[src/rtl/eproc_out_enc8b10b.sv]
`timescale 1ns/1ps
// E-link egress: fetches one FIFO word per 5-cycle frame, 8b/10b-encodes it and shifts it out 2 bits per cycle.
// A word captured in frame N leaves during frame N+1; an empty request window sends a K28.5 comma instead.
module eproc_out_enc8b10b (
  input  logic       bitCLK,
  input  logic       rst,
  input  logic [9:0] edataIN,
  input  logic       DATA_RDY,
  input  logic       swap_outbits,
  input  logic       fhCR_REVERSE_10B,
  output logic       getDataTrig,
  output logic [1:0] EDATA_OUT,
  output logic [9:0] enc10bit
);

  localparam logic [9:0] COMMA_WORD = 10'h300;

  logic [2:0] send_count, nxt_count;
  logic [9:0] cap_word, enc_word, enc_sym, load_val, sh_reg, sh_next;
  logic       got, rd, rd_mid, rd_end, is_k, use_a7;
  logic [4:0] x5;
  logic [2:0] y3;
  logic [7:0] e6;
  logic [5:0] e4, six;
  logic [3:0] four;
  logic [1:0] pair, out_pair;

  // 5b/6b RD- code {a,b,c,d,e,i}, with {complement-on-RD+, flips-RD} flags on top.
  function automatic logic [7:0] lut6(input logic [4:0] x);
    case (x)
      5'd0:    return 8'b11_100111;
      5'd1:    return 8'b11_011101;
      5'd2:    return 8'b11_101101;
      5'd3:    return 8'b00_110001;
      5'd4:    return 8'b11_110101;
      5'd5:    return 8'b00_101001;
      5'd6:    return 8'b00_011001;
      5'd7:    return 8'b10_111000;
      5'd8:    return 8'b11_111001;
      5'd9:    return 8'b00_100101;
      5'd10:   return 8'b00_010101;
      5'd11:   return 8'b00_110100;
      5'd12:   return 8'b00_001101;
      5'd13:   return 8'b00_101100;
      5'd14:   return 8'b00_011100;
      5'd15:   return 8'b11_010111;
      5'd16:   return 8'b11_011011;
      5'd17:   return 8'b00_100011;
      5'd18:   return 8'b00_010011;
      5'd19:   return 8'b00_110010;
      5'd20:   return 8'b00_001011;
      5'd21:   return 8'b00_101010;
      5'd22:   return 8'b00_011010;
      5'd23:   return 8'b11_111010;
      5'd24:   return 8'b11_110011;
      5'd25:   return 8'b00_100110;
      5'd26:   return 8'b00_010110;
      5'd27:   return 8'b11_110110;
      5'd28:   return 8'b00_001110;
      5'd29:   return 8'b11_101110;
      5'd30:   return 8'b11_011110;
      default: return 8'b11_101011;
    endcase
  endfunction

  // 3b/4b RD- code {f,g,h,j} with the same two flags; y=7 is the primary P7 form.
  function automatic logic [5:0] lut4(input logic [2:0] y);
    case (y)
      3'd0:    return 6'b11_1011;
      3'd1:    return 6'b00_1001;
      3'd2:    return 6'b00_0101;
      3'd3:    return 6'b10_1100;
      3'd4:    return 6'b11_1101;
      3'd5:    return 6'b00_1010;
      3'd6:    return 6'b00_0110;
      default: return 6'b11_1110;
    endcase
  endfunction

  function automatic logic [9:0] rev10(input logic [9:0] v);
    logic [9:0] r;
    r = '0;
    for (int i = 0; i < 10; i++) r[i] = v[9-i];
    return r;
  endfunction

  assign getDataTrig = rst && (send_count == 3'd0);

  always_comb begin
    nxt_count = (send_count == 3'd4) ? 3'd0 : send_count + 3'd1;
    // A word arriving in the last window slot is encoded straight from the input.
    enc_word  = (DATA_RDY && !got) ? edataIN : cap_word;
    is_k      = (enc_word[9:8] != 2'b00);
    x5        = is_k ? 5'd28 : enc_word[4:0];
    case (enc_word[9:8])
      2'b10:   y3 = 3'd1;
      2'b01:   y3 = 3'd6;
      2'b11:   y3 = 3'd5;
      default: y3 = enc_word[7:5];
    endcase
    e6     = is_k ? 8'b11_001111 : lut6(x5);
    six    = (rd && e6[7]) ? ~e6[5:0] : e6[5:0];
    rd_mid = rd ^ e6[6];
    use_a7 = !is_k && (y3 == 3'd7) &&
             (rd_mid ? (x5 == 5'd11 || x5 == 5'd13 || x5 == 5'd14)
                     : (x5 == 5'd17 || x5 == 5'd18 || x5 == 5'd20));
    e4     = use_a7 ? 6'b11_0111 : lut4(y3);
    // K28 uses the inverted neutral fghj so that K28.5 keeps its comma pattern.
    if (is_k) four = rd_mid ? e4[3:0] : ~e4[3:0];
    else      four = (rd_mid && e4[5]) ? ~e4[3:0] : e4[3:0];
    rd_end   = rd_mid ^ e4[4];
    enc_sym  = rev10({six, four});
    load_val = fhCR_REVERSE_10B ? rev10(enc10bit) : enc10bit;
    sh_next  = (send_count == 3'd4) ? load_val : sh_reg;
    case (nxt_count)
      3'd0:    pair = sh_next[1:0];
      3'd1:    pair = sh_next[3:2];
      3'd2:    pair = sh_next[5:4];
      3'd3:    pair = sh_next[7:6];
      default: pair = sh_next[9:8];
    endcase
    out_pair = swap_outbits ? {pair[0], pair[1]} : pair;
  end

  always_ff @(posedge bitCLK or negedge rst) begin
    if (!rst) begin
      send_count <= '0;
      cap_word   <= COMMA_WORD;
      got        <= 1'b0;
      rd         <= 1'b0;
      enc10bit   <= '0;
      sh_reg     <= '0;
      EDATA_OUT  <= '0;
    end else begin
      send_count <= nxt_count;
      sh_reg     <= sh_next;
      EDATA_OUT  <= out_pair;
      case (send_count)
        3'd0: begin
          cap_word <= COMMA_WORD;
          got      <= 1'b0;
        end
        3'd1, 3'd2: begin
          if (DATA_RDY && !got) begin
            cap_word <= edataIN;
            got      <= 1'b1;
          end
        end
        3'd3: begin
          enc10bit <= enc_sym;
          rd       <= rd_end;
        end
        default: ;
      endcase
    end
  end

endmodule

[config.mk]
export PLATFORM = sky130hd
export DESIGN_NAME = eproc_out_enc8b10b
export DESIGN_NICKNAME = d
export VERILOG_FILES = /design/src/rtl/eproc_out_enc8b10b.sv
export SDC_FILE = /design/constraint.sdc
export NUM_CORES = 1
export LEC_CHECK = 0
export ABC_AREA = 1
export CORE_MARGIN = 2
export CORE_UTILIZATION = 50
export CTS_BUF_LIST = sky130_fd_sc_hd__clkbuf_16
export CTS_CLUSTER_DIAMETER = 200
export DETAILED_ROUTE_END_ITERATION = 16
export GPL_ROUTABILITY_DRIVEN = 0
export GPL_TIMING_DRIVEN = 1
export PLACE_DENSITY = 0.72
export SYNTH_ARGS = -nofsm -noshare
export SYNTH_HDL_FRONTEND = slang
export SYNTH_SLANG_ARGS = --single-unit
export TNS_END_PERCENT = 30
[constraint.sdc]
create_clock -name bitCLK -period 4.71 [get_ports bitCLK]
set_input_delay 0.942 -clock bitCLK [delete_from_list [all_inputs] [get_ports bitCLK]]
set_output_delay 0.942 -clock bitCLK [all_outputs]
set_load 0.005 [all_outputs]
## After elaboration in Yosys (flattened, before gate mapping)

Memories as Yosys holds them, arrays and structs flattened.
Cells that the tools add are included.

| cells by class | value |
|---|---|
| add/subtract/negate cells | 1 |
| multipliers | 0 |
| div/mod/pow operators | 0 |
| $lt $le $gt $ge | 0 |
| equality and inequality tests | 24 |
| shift operators | 0 |
| muxes and demuxes | 19 |
| bitwise operators | 4 |
| reductions and logical operators | 19 |

Operators with widths:

| kind | number |
|---|---|
| one-hot mux 6 bit (7 select lines) | 1 |
| 2-to-1 mux 10 bit | 3 |
| one-hot mux 10 bit (2 select lines) | 1 |
| equality test 3 x 2 -> 1 bit, second input constant | 6 |
| equality test 3 bit, second input constant | 5 |
| equality test 5 x 4 -> 1 bit, second input constant | 3 |
| equality test 5 bit, second input constant | 3 |
| 2-to-1 mux 4 bit | 3 |
| 2-to-1 mux 6 bit | 2 |
| equality test 3 x 1 -> 1 bit, second input constant | 3 |
| logical NOT 3 bit | 3 |
| one-hot mux 3 bit (3 select lines) | 1 |
| 2-to-1 mux 8 bit | 1 |
| one-hot mux 2 bit (4 select lines) | 1 |
| logical AND 1 bit | 6 |
| NOT 6 bit | 1 |
| 2-to-1 mux 5 bit | 1 |
| equality test 2 bit, second input constant | 2 |
| logical OR 1 bit | 4 |
| NOT 4 bit | 1 |
| nonzero test 2 bit | 2 |
| adder 3 x 1 -> 3 bit, second input constant | 1 |
| 2-to-1 mux 3 bit | 1 |
| equality test 2 x 1 -> 1 bit, second input constant | 1 |
| other kinds (8) | 11 |

| word-level totals | value |
|---|---|
| bits in registers | 37 |
| bits in latches | 0 |
| bits in writable memories | 0 |
| ROM bits | 256 |
| output and inout port bits | 13 |
| logic and storage cells | 75 |
| memories kept | 1 |

Memories:

| memory | words | bits a word | read ports | clocked after Yosys merged registers in | wr ports | line | RTL |
|---|---|---|---|---|---|---|---|
| (no name shown) | 32 | 8 | 1 | 0 | 0 | 30 | `case (x)` |

## Depth between registers and ports, before layout

Gate-level depths: netlist (run 1).

| logic depth | value |
|---|---|
| depth after elaboration | 14 |
| gate-level depth with buffers | 22 |
| depth with buffers taken out | 21 |

## Least setup slack after synthesis (run 1)

OpenSTA, ideal clock, no wires.

| timing | value |
|---|---|
| path type | in2reg |
| start | in DATA_RDY |
| end | reg enc10bit[9] |
| library setup time | 0.117 ns |
| data arrival time | 2.852 ns |
| required time | 4.593 ns |
| setup slack | 1.741 ns |
| stages | 19 |
| cell sequence | nand2_4 > nand2_1 > nand2_4 > nand2_8 > nor2_1 > inv_1 > ha_1 > nand4_1 > nand2_1 > nand2_1 > nand2_1 > nand2_2 > nand4_1 > nand3_2 > nand2_4 > inv_1 > nand3_1 > nand3_1 > nand2_1 |

| between the ends | value |
|---|---|
| word-level cells in the longest chain between the ends | 13 |

RTL lines:

| item | line | RTL |
|---|---|---|
| from (decl) | 8 | `input logic DATA_RDY,` |
| logical AND 1 bit (*) | 92 | `enc_word = (DATA_RDY && !got) ? edataIN : cap_word;` |
| 2-to-1 mux 10 bit (*) | n/a |  |
| nonzero test 2 bit | 93 | `is_k = (enc_word[9:8] != 2'b00);` |
| 2-to-1 mux 5 bit | 94 | `x5 = is_k ? 5'd28 : enc_word[4:0];` |
| memory (32 x 8 bit) (tied with other cells) | n/a |  |
| 2-to-1 mux 8 bit (tied with other cells) | 101 | `e6 = is_k ? 8'b11_001111 : lut6(x5);` |
| bitwise XOR 1 bit (tied with other cells) | 103 | `rd_mid = rd ^ e6[6];` |
| 2-to-1 mux 1 bit | 105 | `(rd_mid ? (x5 == 5'd11 \|\| x5 == 5'd13 \|\| x5 == 5'd14)` |
| logical AND 1 bit | 104 | `use_a7 = !is_k && (y3 == 3'd7) &&` |
| 2-to-1 mux 6 bit | 107 | `e4 = use_a7 ? 6'b11_0111 : lut4(y3);` |
| logical AND 1 bit / NOT 4 bit (equally long branches) | 110, 109 |  |
| 2-to-1 mux 4 bit (on tied branches) | 110, 109 |  |
| 2-to-1 mux 4 bit (*) | 109 | `if (is_k) four = rd_mid ? e4[3:0] : ~e4[3:0];` |
| to (signal assigned) | 150 | `enc10bit <= enc_sym;` |
| to (decl) | 13 | `output logic [9:0] enc10bit` |

Every way passes the cells marked *; elsewhere a longest branch is shown, timed or not.
A chain may end at the register's enable or synchronous reset.

## Final worst setup path (run 1)

Same ends and word-level chain as after synthesis.

==> out/qor.yml, run 1 <==
cts_buffers: 5
worstHoldPathType: "reg -> reg"
timing.final.crit_share: 0.7846
gr-total-overflow: 0
io_buffers: 27
synth-edff-count: 0
yosys_register_bits: 37
num-nets-final: 399
root_buffer: "clkbuf_16"
syn-cell-area_sq_um: 2575
tns_ns: 0
critPathSlowestCell: "clkdlybuf4s50_1"
track_usage: 0.2275
worstSetupPathType: "in -> reg"
start_kind: "input pin"
timing.final.ws_setup_ns: 1.015
drt_iter0_drc: 143
path_clk_slew_ns: 0.05
hold_ws_ns: 0.5119
h-tree-depth: 2
drt_wl_total_mm: 5.921
worst-path-max-fanout: 16
pre_cts_ws_ns: 0.7684
drc: 0
reg2reg_depth: 20
ant_nets: 0
arrival_ns: 3.86
dr.pass1.iters: 5
ir_drop_mv: 0.1635
power_density_nw_per_um2: 407.8
antenna_found_initial: 0
end_kind: "register"
regToRegStartpoint: "got$_DFFE_PN0P_"
hold_depth: 2
start_util: 0.5107
cts_num_sinks: 37
grt_max_degree: 39
final_cell_mix: "84 x nand2_1, 42 x inv_1, 35 x dfrtp_1"
area_delta_synth_final_pct: 17.88
hold_end: "cap_word[1]$_DFFE_PN0P_"
cts_buffer_depth: 2
synthesis.nets: 371
cp_top_family: "simple AND/OR/NAND/NOR gates"
grt_first_pass_wirelength_mm: 9.894
die_h_um: 75.77
finalSetupViolations: 0
hp-start: "cap_word[1]$_DFFE_PN0P_"
num_rows: 26
vias_per_cell: 5.317
fin_skew_ns: 0.002558
final_max_slew_viol_count: 0
critPathBufInv: 2
outcome: "finished clean"
cts_resized: 0
worstReg2RegEnd: "enc10bit[9]$_DFFE_PN0N_"
coreArea_sq_um: 5042
postLayoutCoreUtil: 0.6020
cts_tree: "done"
p_leak_nw: 1.469
synth.distinct_cells: 34
ys_seq_area_frac: 0.3605
rsz0062_at_grt: "no"
worst_pin_slew_ns: 0.5628
maxCapViolations: 0
clk_latency_ns: 0.27
p_total_mw: 1.238
cts_hold_buf: 0
crit_chain: "clkdlybuf4s50_1 -> nand2_4 -> nand2_1 -> nand2_4 -> nand2_8 -> nor2_1 -> inv_1 -> ha_1 -> nand4_1 -> nand2_1 -> nand2_1 -> nand2_1 -> nand2_2 -> nand4_1 -> nand3_1 -> nand3_1 -> nand2_1 -> nand2_1 -> nand3_1 -> nand2_1"
post_route_cells_drive_above_1_share: 0.09409
yosysWarnings: 0
synth_cells: 343
dr_total_vias: 2350
final_common_cell: "nand2_1"
path_common_cell: "nand2_1"
critical_path_required_ns: 4.87
grt_pass1_vias: 2204
rrSetupSlack_ns: 1.87
drt-wirelength-per-cell_um: 13.40
cp_slowest_stage_delay_ns: 0.53
async_flop_share: 1.000
io_pins: 28
fmax_ghz: 0.2706
hpwl_mm: 4.427
synth_flop_cell: "dfrtp_1"
slew_headroom: 0.6209
n_antenna_cell: 0
finalHoldViolCount: 0
dieArea_sq_um: 5740
synth.avg_cell_area_sq_um: 7.507
postCtsSetupRepairBufs: 0
period_needed_ns: 3.695
die_w_um: 75.77
stage by stage:
| step | instance area (sq um) | cells |
|---|---|---|
| 6_report | 3035 | 442 |
| 2_1_floorplan | 2575 | 343 |
| 3_3_place_gp | 2898 | 434 |
| 3_5_place_dp | 2898 | 434 |
| 5_1_grt | 3035 | 442 |
| 4_1_cts | 3035 | 442 |
synth_stat cells (all sizes together) (2+ instances only):
master / instances / area [sq um]
nand2: 93 / 410.4
inv: 45 / 171.4
dfrtp: 35 / 875.8
nand3: 32 / 180.2
o21ai: 29 / 160.2
nor2: 24 / 112.6
a21oi: 20 / 100.1
ha: 13 / 162.7
o22ai: 12 / 75.07
clkbuf: 6 / 22.52
xor2: 6 / 52.55
o211ai: 5 / 37.54
nand4: 4 / 25.02
o221ai: 3 / 26.28
xnor2: 3 / 26.28
a221oi: 2 / 17.52
buf: 2 / 22.52
dfstp: 2 / 52.55
nor3: 2 / 10.01
routing by layer:
metal | routed length (um) | GRT usage | vias up
met1 | 2702 | 0.2988 | 1055
li1 | - | - | 1198
met3 | 255 | 0.03571 | 20
met2 | 2742 | 0.3640 | 77
met4 | 221 | 0.1131 | 0
met5 | 0 | 0 | -
cells by family after synthesis:
kind of cell / after synthesis / share of synthesized area
adders and majority gates: 13 / 0.06317
AOI/OAI and AO/OA: 73 / 0.1686
DFF: 37 / 0.3605
xor gates and xnor gates: 9 / 0.03061
and+or+nand+nor: 157 / 0.2915
buffers and inverters: 54 / 0.08552
worst max path at each step:
stage,start,to,slack [ns],depth (start not counted)
after floorplan,DATA_RDY,enc10bit[9]$_DFFE_PN0N_,1.74,19
after global placement,DATA_RDY,enc10bit[9]$_DFFE_PN0N_,0.90,18
after detailed placement,DATA_RDY,enc10bit[9]$_DFFE_PN0N_,0.77,20
after CTS,DATA_RDY,enc10bit[7]$_DFFE_PN0N_,1.00,19
after global routing,DATA_RDY,enc10bit[9]$_DFFE_PN0N_,0.76,18
final,DATA_RDY,enc10bit[9]$_DFFE_PN0N_,1.01,20
worst reg2reg max path, cell delays in order (launching register included):
cell and delay, ns:
dfrtp_1 0.33, inv_2 0.07, nand2_4 0.17, nand2_1 0.13
nand2_4 0.14, nand2_8 0.11, nor2_1 0.30, inv_1 0.17
ha_1 0.28, nand4_1 0.12, nand2_1 0.07, nand2_1 0.07
nand2_1 0.08, nand2_2 0.08, nand4_1 0.12, nand3_1 0.14
nand3_1 0.10, nand2_1 0.07, nand2_1 0.05, nand3_1 0.07
nand2_1 0.06
layout make-up:
type | count | area, sq um
fill | 455 | 2007
clock inverter | 3 | 12.51
inverter | 46 | 175.2
tap | 70 | 87.58
sequential | 37 | 928.4
clock buffer | 5 | 125.1
timing repair buffer | 29 | 280.3
multi-input combinational | 252 | 1426
power breakdown:
| part | total [mW] | leakage (nW) | internal, mW | switching [mW] |
|---|---|---|---|---|
| clock network | 0.308 | 0.0762 | 0.191 | 0.117 |
| registers | 0.496 | 0.434 | 0.416 | 0.0793 |
| logic | 0.434 | 0.959 | 0.212 | 0.222 |
No activity file was read; power rests on OpenSTA's default activity.
==> run 2: changes to the inputs <==
==> constraint.sdc (replaced) <==
create_clock -name bitCLK -period 3.85 [get_ports bitCLK]
set_input_delay 0.77 -clock bitCLK [delete_from_list [all_inputs] [get_ports bitCLK]]
set_output_delay 0.77 -clock bitCLK [all_outputs]
set_load 0.005 [all_outputs]
==> run 2 against run 1 <==
Compared with the run above: design area up 1.2%; clock power up 44%; clock-buffer cell count unchanged; via count up 1.4%; routed wire length up 1.5%; largest power group unchanged.
==> out/qor.yml, run 2 (same netlist as run 1, synthesis figures left out) <==
dieArea_sq_um: 5740  # unchanged
critical_path_required_ns: 4.01  # was 4.87 ns
drc: 0  # unchanged
coreArea_sq_um: 5042  # unchanged
num-nets-final: 400  # was 399
finalSetupViolations: 0  # unchanged
slew_headroom: 0.6596  # was 0.6209
track_usage: 0.2327  # was 0.2275
rrSetupSlack_ns: 1.16  # was 1.87 ns
drt-wirelength-per-cell_um: 13.57  # was 13.40 um
fmax_ghz: 0.2964
timing.final.crit_share: 0.8764
cts_buffer_depth: 2  # unchanged
finalHoldViolCount: 0  # unchanged
gr-total-overflow: 0  # unchanged
period_needed_ns: 3.374
rsz0062_at_grt: "no"  # unchanged
clk_latency_ns: 0.27  # about the same
critPathBufInv: 2  # unchanged
h-tree-depth: 2  # unchanged
post_route_cells_drive_above_1_share: 0.1019  # was 0.09409
cts_tree: "done"  # unchanged
n_fill_cell: 441  # was 455
cp_slowest_stage_delay_ns: 0.53  # about the same
critPathSlowestCell: "clkdlybuf4s50_1"  # unchanged
dr_total_vias: 2384  # was 2350
grt_first_pass_wirelength_mm: 10.20  # was 9.894 mm
hold_depth: 2  # unchanged
io_buffers: 27  # unchanged
tns_ns: 0  # unchanged
cp_top_family: "simple AND/OR/NAND/NOR gates"  # unchanged
start_util: 0.5107  # unchanged
crit_chain: "clkdlybuf4s50_1 -> nand2_4 -> nand2_1 -> nand2_4 -> nand2_8 -> nor2_2 -> inv_1 -> ha_1 -> nand4_1 -> nand2_1 -> nand2_1 -> nand2_1 -> nand2_2 -> nand3_2 -> nand2_1 -> nand3_1 -> nand3_1 -> nand3_1 -> nand3_1 -> nand2_1"  # was clkdlybuf4s50_1 -> nand2_4 -> nand2_1 -> nand2_4 -> nand2_8 -> nor2_1 -> inv_1 -> ha_1 -> nand4_1 -> nand2_1 -> nand2_1 -> nand2_1 -> nand2_2 -> nand4_1 -> nand3_1 -> nand3_1 -> nand2_1 -> nand2_1 -> nand3_1 -> nand2_1
dr.pass1.iters: 5  # unchanged
die_w_um: 75.77  # unchanged
dpl.cell_count: 435  # was 434
final_common_cell: "nand2_1"  # unchanged
hold_end: "cap_word[0]$_DFFE_PN0P_"  # was cap_word[1]$_DFFE_PN0P_
postLayoutCoreUtil: 0.6094  # was 0.6020
grt_pass1_vias: 2229  # was 2204
power_density_nw_per_um2: 514.6  # was 407.8 nW/um^2
worstSetupPathType: "in -> reg"  # unchanged
start_kind: "input pin"  # unchanged
io_pins: 28  # unchanged
num_rows: 26  # unchanged
n_antenna_cell: 0  # unchanged
drt_wl_total_mm: 6.012  # was 5.921 mm
cts_buffers: 5  # unchanged
fin_cells: 443  # was 442
reg2reg_depth: 20  # unchanged
final_max_slew_viol_count: 0  # unchanged
worstHoldPathType: "reg -> reg"  # unchanged
die_h_um: 75.77  # unchanged
regToRegStartpoint: "got$_DFFE_PN0P_"  # unchanged
outcome: "finished clean"  # unchanged
worstReg2RegEnd: "enc10bit[6]$_DFFE_PN0N_"  # was enc10bit[9]$_DFFE_PN0N_
final_cell_mix: "84 x nand2_1, 41 x inv_1, 35 x dfrtp_1"  # was 84 x nand2_1, 42 x inv_1, 35 x dfrtp_1
hp-start: "cap_word[0]$_DFFE_PN0P_"  # was cap_word[1]$_DFFE_PN0P_
ir_drop_mv: 0.3138  # was 0.1635 mV
p_leak_nw: 1.480  # was 1.469 nW
area_delta_synth_final_pct: 19.34  # was 17.88%
root_buffer: "clkbuf_16"  # unchanged
maxCapViolations: 0  # unchanged
grt_max_degree: 38  # was 39
drt_iter0_drc: 146  # was 143
end_kind: "register"  # unchanged
path_clk_slew_ns: 0.05  # about the same
ant_nets: 0  # unchanged
cts_num_sinks: 37  # unchanged
hpwl_mm: 4.550  # was 4.427 mm
cts_hold_buf: 0  # unchanged
worst-path-max-fanout: 16  # unchanged
antenna_found_initial: 0  # unchanged
fin_skew_ns: 0.002414  # was 0.002558 ns
worst_pin_slew_ns: 0.5052  # was 0.5628 ns
path_common_cell: "nand2_1"  # unchanged
vias_per_cell: 5.381  # was 5.317
arrival_ns: 3.53  # was 3.86 ns
## run 2: cell count changes in the layout (fill, tap and decap cells not counted)
cell       before  now
clkinv_1        1    2
buf_4           2    3
clkinv_2        1    0
bufinv_16       0    1
inv_1          42   41
nor2_2          0    2
nor2_1         21   19
## run 2: where the power goes
group | leakage (nW) | internal (mW) | switching (mW)
clock | 0.0826 | 0.300 | 0.141
combinational | 0.963 | 0.261 | 0.273
sequential | 0.434 | 0.510 | 0.0961
## run 2: repair_timing
action / 4_1_cts / 5_1_grt
buffers inserted: 0 / 0
endpoints found under the hold margin: 0 / 0
setup endpoints to repair: 0 / 2
resized for setup: 0 / 2
## run 2: stage by stage
stage	instance area, sq um	hold WS, ns	setup slack, ns	power, mW
3_3_place_gp	2905	0.4965	0.1823	1.122
5_1_grt	3073	0.5377	0.1071	1.693
6_report	3073	0.5124	0.4759	1.581
3_5_place_dp	2905	0.5017	0.09526	1.140
2_1_floorplan	2575	0.4610	1.053	0.9056
4_1_cts	3068	0.5145	0.3765	1.591
## run 2: worst register-to-register path: stages, from the launching register on
cell and delay [ns]:
dfrtp_1 0.33, inv_2 0.08, nand2_4 0.17, nand2_1 0.12, nand2_4 0.14, nand2_8 0.12, nor2_2 0.20, inv_1 0.15
ha_1 0.25, nand4_1 0.12, nand2_1 0.06, nand2_1 0.07, nand2_1 0.08, nand2_2 0.09, nand3_2 0.08, nand2_1 0.08
nand3_1 0.10, nand3_1 0.11, nand3_1 0.07, nand3_1 0.09, nand2_1 0.05
## run 2: layout make-up
type | instances | area, sq um | area share
multi-input combinational | 252 | 1431 | 0.4658
sequential | 37 | 928.4 | 0.3021
timing repair buffer | 30 | 287.8 | 0.09365
tap | 70 | 87.58 | 0.02850
inverter | 46 | 175.2 | 0.05700
clock inverter | 3 | 37.54 | 0.01221
clock buffer | 5 | 125.1 | 0.04072
## run 2: worst max path at each step
| stage | from | end | slack, ns | depth (start not counted) |
|---|---|---|---|---|
| final | DATA_RDY | enc10bit[6]$_DFFE_PN0N_ | 0.48 | 20 |
| after global routing | DATA_RDY | enc10bit[9]$_DFFE_PN0N_ | 0.11 | 20 |
| after CTS | DATA_RDY | enc10bit[6]$_DFFE_PN0N_ | 0.38 | 20 |
| after detailed placement | DATA_RDY | enc10bit[6]$_DFFE_PN0N_ | 0.1 | 18 |
| after global placement | DATA_RDY | enc10bit[6]$_DFFE_PN0N_ | 0.18 | 18 |
| after floorplan | DATA_RDY | enc10bit[9]$_DFFE_PN0N_ | 1.05 | 19 |
## run 2: routing by layer
| layer | up-vias | GRT usage | wire length (um) |
|---|---|---|---|
| met5 | - | 0 | 0 |
| met4 | 0 | 0.1033 | 231 |
| met3 | 18 | 0.04101 | 248 |
| met2 | 77 | 0.3831 | 2828 |
| met1 | 1093 | 0.2987 | 2702 |
| li1 | 1196 | - | - |
